### config.mk
export PLATFORM = sky130hd
export DESIGN_NAME = updown_counter_n
export DESIGN_NICKNAME = d
export VERILOG_FILES = /design/src/rtl/counter_pkg.sv /design/src/rtl/mod_step.sv /design/src/rtl/updown_counter_n.sv
export SDC_FILE = /design/constraint.sdc
export NUM_CORES = 1
export LEC_CHECK = 0
export ABC_AREA = 1
export BUFFER_PORTS_ARGS = -buffer_cell sky130_fd_sc_hd__buf_2
export CORE_MARGIN = 5
export CORE_UTILIZATION = 30
export CTS_BUF_LIST = sky130_fd_sc_hd__clkbuf_4 sky130_fd_sc_hd__clkbuf_8
export DETAILED_ROUTE_END_ITERATION = 10
export GPL_TIMING_DRIVEN = 0
export MAX_ROUTING_LAYER = met4
export PLACE_DENSITY_LB_ADDON = 0.05
export SYNTH_ARGS = -nofsm -noshare
export SYNTH_HDL_FRONTEND = slang
export SYNTH_SLANG_ARGS = --single-unit
### constraint.sdc
create_clock -name clk -period 6.7 [get_ports clk]
set_clock_uncertainty 0.15 [all_clocks]
set_input_delay 2.01 -clock clk [delete_from_list [all_inputs] [get_ports clk]]
set_output_delay 2.01 -clock clk [all_outputs]
set_load 0.1 [all_outputs]
### src/rtl/counter_pkg.sv
// Shared definitions for the up/down counter family: mode encoding and the
// ONESHOT FSM state enum used by updown_counter_n and mod_step.
package counter_pkg;

    localparam int unsigned MODE_W  = 2;
    localparam int unsigned STATE_W = 2;

    typedef logic [MODE_W-1:0] mode_t;

    // Counting modes; the reserved code behaves as WRAP.
    localparam mode_t MODE_WRAP    = 2'd0;
    localparam mode_t MODE_SAT     = 2'd1;
    localparam mode_t MODE_ONESHOT = 2'd2;
    localparam mode_t MODE_RSVD    = 2'd3;

    typedef enum logic [STATE_W-1:0] {
        ST_IDLE = 2'd0,
        ST_RUN  = 2'd1,
        ST_DONE = 2'd2
    } state_e;

    // Modes that stop at the boundary instead of wrapping around.
    function automatic logic holds_at_boundary(input mode_t mode);
        return (mode == MODE_SAT) || (mode == MODE_ONESHOT);
    endfunction

endpackage

### src/rtl/mod_step.sv
// Combinational next-value unit for one counter stage.
//   cnt_i      current count
//   up_i       direction (1 = increment)
//   mode_i     counting mode (WRAP / SAT / ONESHOT / reserved)
//   din_i      raw load value
//   boundary_o cnt_i sits at the end the counter is heading towards
//   step_val_o value the count takes if a step is applied this cycle
//   reach_o    step_val_o lands on that boundary (ONESHOT terminal)
//   load_val_o din_i clamped to MAX
module mod_step
    import counter_pkg::*;
#(
    parameter int unsigned      WIDTH = 16,
    parameter logic [WIDTH-1:0] MAX   = '1
) (
    input  logic [WIDTH-1:0]  cnt_i,
    input  logic              up_i,
    input  logic [MODE_W-1:0] mode_i,
    input  logic [WIDTH-1:0]  din_i,
    output logic              boundary_o,
    output logic [WIDTH-1:0]  step_val_o,
    output logic              reach_o,
    output logic [WIDTH-1:0]  load_val_o
);

    logic [WIDTH-1:0] bound_val;
    logic [WIDTH-1:0] far_val;
    logic [WIDTH-1:0] inc_val;
    logic [WIDTH-1:0] dec_val;

    // Increment/decrement never cross the boundary, so no natural overflow
    // is relied upon; wrap-around is an explicit select of the far end.
    always_comb begin
        bound_val  = up_i ? MAX : '0;
        far_val    = up_i ? '0  : MAX;
        inc_val    = cnt_i + WIDTH'(1);
        dec_val    = cnt_i - WIDTH'(1);
        boundary_o = (cnt_i == bound_val);
        step_val_o = up_i ? inc_val : dec_val;
        if (boundary_o) begin
            if (holds_at_boundary(mode_t'(mode_i))) begin
                step_val_o = cnt_i;
            end else begin
                step_val_o = far_val;
            end
        end
        reach_o    = (step_val_o == bound_val);
        load_val_o = (din_i > MAX) ? MAX : din_i;
    end

endmodule

### src/rtl/updown_counter_n.sv
// Cascadable up/down counter with wrap, saturate and one-shot modes.
//   clk, rst_n  clock, asynchronous active-low reset
//   en, cin     local and cascade enables; a step needs both
//   up          direction (1 = increment)
//   clr, load   synchronous clear / parallel load (clr wins)
//   din         load value, clamped to MAX
//   mode        0 WRAP, 1 SAT, 2 ONESHOT, 3 reserved (as WRAP)
//   cnt         registered count, 0..MAX
//   rc          combinational ripple carry into the next stage's cin
//   tc          registered one-cycle terminal-event pulse
//   ovf         sticky overflow/underflow flag
//   busy        one-shot run in progress
module updown_counter_n
    import counter_pkg::*;
#(
    parameter int unsigned      WIDTH = 16,
    parameter logic [WIDTH-1:0] MAX   = '1
) (
    input  logic              clk,
    input  logic              rst_n,
    input  logic              en,
    input  logic              cin,
    input  logic              up,
    input  logic              clr,
    input  logic              load,
    input  logic [WIDTH-1:0]  din,
    input  logic [MODE_W-1:0] mode,
    output logic [WIDTH-1:0]  cnt,
    output logic              rc,
    output logic              tc,
    output logic              ovf,
    output logic              busy
);

    state_e           state_q;
    state_e           state_d;
    logic [WIDTH-1:0] cnt_q;
    logic [WIDTH-1:0] cnt_d;
    logic             ovf_q;
    logic             ovf_d;
    logic             tc_q;
    logic             tc_d;

    logic             step_req;
    logic             is_oneshot;
    logic             boundary;
    logic             reach;
    logic [WIDTH-1:0] step_val;
    logic [WIDTH-1:0] load_val;

    assign step_req   = en & cin;
    assign is_oneshot = (mode == MODE_ONESHOT);

    mod_step #(
        .WIDTH (WIDTH),
        .MAX   (MAX)
    ) u_step (
        .cnt_i      (cnt_q),
        .up_i       (up),
        .mode_i     (mode),
        .din_i      (din),
        .boundary_o (boundary),
        .step_val_o (step_val),
        .reach_o    (reach),
        .load_val_o (load_val)
    );

    // State register.
    always_ff @(posedge clk or negedge rst_n) begin
        if (!rst_n) begin
            state_q <= ST_IDLE;
        end else begin
            state_q <= state_d;
        end
    end

    // Next-state logic; DONE is only reachable in ONESHOT and is left
    // (holding the count) as soon as the mode moves elsewhere.
    always_comb begin
        state_d = state_q;
        if (clr) begin
            state_d = ST_IDLE;
        end else if (load) begin
            state_d = ST_RUN;
        end else begin
            case (state_q)
                ST_IDLE: begin
                    if (step_req) begin
                        state_d = (is_oneshot && reach) ? ST_DONE : ST_RUN;
                    end
                end
                ST_RUN: begin
                    if (step_req && is_oneshot && reach) begin
                        state_d = ST_DONE;
                    end
                end
                ST_DONE: begin
                    if (!is_oneshot) begin
                        state_d = ST_RUN;
                    end
                end
                default: state_d = ST_IDLE;
            endcase
        end
    end

    // Datapath next values: count, sticky overflow and terminal pulse.
    always_comb begin
        cnt_d = cnt_q;
        ovf_d = ovf_q;
        tc_d  = 1'b0;
        if (clr) begin
            cnt_d = '0;
            ovf_d = 1'b0;
        end else if (load) begin
            cnt_d = load_val;
            ovf_d = 1'b0;
        end else if (state_q == ST_DONE) begin
            cnt_d = cnt_q;
        end else if (step_req) begin
            cnt_d = step_val;
            if (is_oneshot) begin
                // Arriving at the boundary ends the run; not an overflow.
                tc_d = reach;
            end else if (boundary) begin
                ovf_d = 1'b1;
                tc_d  = 1'b1;
            end
        end
    end

    // Datapath registers.
    always_ff @(posedge clk or negedge rst_n) begin
        if (!rst_n) begin
            cnt_q <= '0;
            ovf_q <= 1'b0;
            tc_q  <= 1'b0;
        end else begin
            cnt_q <= cnt_d;
            ovf_q <= ovf_d;
            tc_q  <= tc_d;
        end
    end

    // Carry is combinational so chained stages step on the same edge.
    assign rc   = cin & en & boundary;
    assign busy = (state_q == ST_RUN) & is_oneshot;
    assign cnt  = cnt_q;
    assign tc   = tc_q;
    assign ovf  = ovf_q;

endmodule

==> results by group <==
Run status
  – Status: completed

Min path
  – WHS Path Cells: 1
  – Hold Path Sink: ovf$_DFFE_PN0P_
  – Min-delay src: ovf$_DFFE_PN0P_
  – Hold crit path type: register to register

Synth
  – Unique masters post-synth: 31
  – Seq/Total Area, Yosys: 19.3%
  – Cells after Synth: 465
  – Ys Warns: 0
  – Synthesized area: 2590 um^2
  – Register bit total from synthesis: 20
  – Syn_nets: 506
  – Avg Synthesized Cell Area: 5.57 um^2

Finish
  – Layout cell share with drive strength beyond 1: 13.8%
  – Area grow syn2layout: 16.8%
  – Fillers: 990
  – Most common cell after layout, fill and taps aside: nand2_1
  – Ant diodes: 0
  – Footprint of the multi-input gates: 1750 um^2
  – Final nets: 556
  – Most frequent cells in the layout: 165 x nand2_1, 73 x inv_1, 48 x nor2_1
  – FF/Latch Area: 500 um^2
  – Design area: 3020 um^2

Timing
  – Max Clk Rate: 157 MHz
  – Final period util: 95.0%
  – WHS: 354 ps
  – Setup TNS Final: 0 ps
  – Slew at the pin closest to its max-slew limit: 517 ps
  – Final setup violation count: 0
  – Worst slew margin: 65.5%
  – Slew Viols, Final: 0
  – Final worst path period need: 6370 ps
  – Worst setup margin: 334 ps
  – Hold Vio Cnt, Final: 0
  – RSZ-0062 raised after global routing: no

Floorplan
  – Die width: 103 um
  – Die Area: 10600 um^2
  – FP Rows: 33
  – Io pins: 45
  – Starting Density: 31.2%
  – Core area: 8300 um^2
  – Chip height: 103 um

Clocking
  – Sink Count: 20
  – Worst-Skew Late Latency: 260 ps
  – H-tree depth: 1
  – Hold buffers post-CTS: 0
  – Clock Path Buffers: 2
  – CTS root buffer: clkbuf_8
  – Worst-path clk slew: 80 ps
  – CTS tree: yes
  – Num CTS Buffers: 3

Routing
  – Post-DR vias/cell: 4.66
  – Drt wl/cell: 13.9 um
  – Drt pass-1 iters: 4
  – Initial drt markers: 125
  – Vias: 2882
  – Routed WL: 8.59 mm
  – Number of remaining DRC errors: 0
  – Routed Antenna Nets: 0

Place
  – Detail Placement HPWL: 7.28 mm
  – Routability cong.: 0.915
  – Setup WS pre-CTS: -10.8 ps
  – IO Port Bufs: 43
  – Placed instance area: 2940 um^2

Worst setup path
  – Worst r2r dst: state_q[0]$_DFFE_PN0P_
  – Crit-path most repeated cell: nand2_1
  – Crit-path max FO: 16
  – Worst path slowest cell: ha_1
  – Worst r2r path cells: 20
  – Arrival time at the worst endpoint: 4210 ps
  – Crit. End Element: primary output
  – CP cell instances: buf_2 > clkinvlp_4 > buf_12 > ha_1 > nand2_1 > inv_2 > nand2_1 > nor2_2 > nand2_1 > nor2_2 > inv_1 > nor2_1 > buf_4
  – Crit start category: primary input
  – Worst path max stage delay: 370 ps
  – Setup CP Type: primary input to primary output
  – Worst reg-to-reg setup slack: 3700 ps
  – R2r startpoint: cnt[12]$_DFFE_PN0P_
  – Worst Path Required: 4540 ps

Power
  – Clock power frac: 14.4%
  – Lkg Pwr: 1.72 nW
  – Net switching fraction of the power: 55.0%
  – Flop pwr share: 23.7%
  – P per Cell Area: 216 nW/um^2
  – Switch Pwr: 0.359 mW
  – Int Pwr: 0.294 mW
  – Combinational power share: 61.9%
  – Max VDD drop: 131 uV

Global route
  – Largest net degree at the start of global routing: 21
  – Overflow after GRT: 0
  – Vias in the first global route: 2872
  – Antenna violations before repair: 0
  – GRT Util Overall: 17.6%
  – First-pass GRT wire length: 14.2 mm

Run
  – Number of max-cap violations: 0
[worst max-delay path by stage]
stage / from / to / slack (ps) / cells after the start
2_1_floorplan: up / rc / 40 / 10
3_3_place_gp: up / rc / 40 / 12
3_5_place_dp: up / rc / -10 / 12
4_1_cts: up / rc / 20 / 12
5_1_grt: up / rc / 210 / 13
6_report: up / rc / 330 / 13
[kinds of logic (layout without fill, tap and decap cells)]
logic type,after synthesis,after routing,synth area share [%]
and+or+nand+nor,263,263,42.6
buffers and inverters,87,136,13.1
AOI/OAI and AO/OA,78,78,16.7
DFF,20,20,19.3
adders and majority gates,16,16,8.02
xor gates and xnor gates,1,1,0.338
[cell usage after synthesis (all sizes together)]
cell / number / area (um^2)
dfrtp: 20 / 500
ha: 15 / 188
xor2: 1 / 8.76
nor2: 52 / 210
buf: 3 / 21.3
o41ai: 1 / 8.76
clkinv: 1 / 5.00
inv: 76 / 285
nand2: 167 / 632
nand3: 28 / 158
clkbuf: 7 / 26.3
o21ai: 46 / 249
nor3: 3 / 15.0
a21oi: 23 / 123
nand3b: 5 / 37.5
nand4: 5 / 31.3
o22ai: 7 / 43.8
or2: 2 / 12.5
o21a: 1 / 7.51
fa: 1 / 20.0
and2: 1 / 6.26
[sequential cells by signal, indices dropped and copies added, names as in the netlist]
signal,flops
state_q,2
tc,1
ovf,1
cnt,16
[critical path, delay by kind of cell]
family,cells,cell delay (ps)
adders and majority gates,1,370
buffers and inverters,6,1050
and+or+nand+nor,6,770
[final cells by class]
class | instances | area share (%)
multi-input combinational | 358 | 57.9
sequential | 20 | 16.5
clock buffer | 4 | 1.82
buffer | 10 | 1.57
inverter | 77 | 9.72
timing repair buffer | 45 | 8.11
tap | 105 | 4.34
[power groups by stage]
stage,clock (mW),combinational [mW],sequential [mW]
after global placement,0,0.402,0.157
after detailed placement,0,0.403,0.157
after floorplan,0,0.223,0.240
after CTS,0.0975,0.405,0.155
final,0.0939,0.404,0.155
after global routing,0.102,0.454,0.157
[metal layers]
| metal | vias up | wire length [um] | GRT usage, % |
|---|---|---|---|
| li1 | 1571 | - | - |
| met1 | 1262 | 4270 | 24.1 |
| met2 | 47 | 4010 | 29.3 |
| met3 | 2 | 277 | 0.609 |
| met4 | 0 | 31 | 2.89 |
| met5 | - | 0 | - |
[per-stage QoR]
stage	util, %	instances	power, mW
6_report	36.4	619	0.653
5_1_grt	36.4	619	0.713
4_1_cts	36.1	617	0.658
3_5_place_dp	35.4	613	0.560
3_3_place_gp	35.4	613	0.559
2_1_floorplan	-	465	0.463
[timing repair]
action                     CTS  global route
setup endpoints to repair    1             1
setup buffers                0             2
gates resized for setup      2             0
pin swaps                    0             0
(Power assumes the default switching activity.)
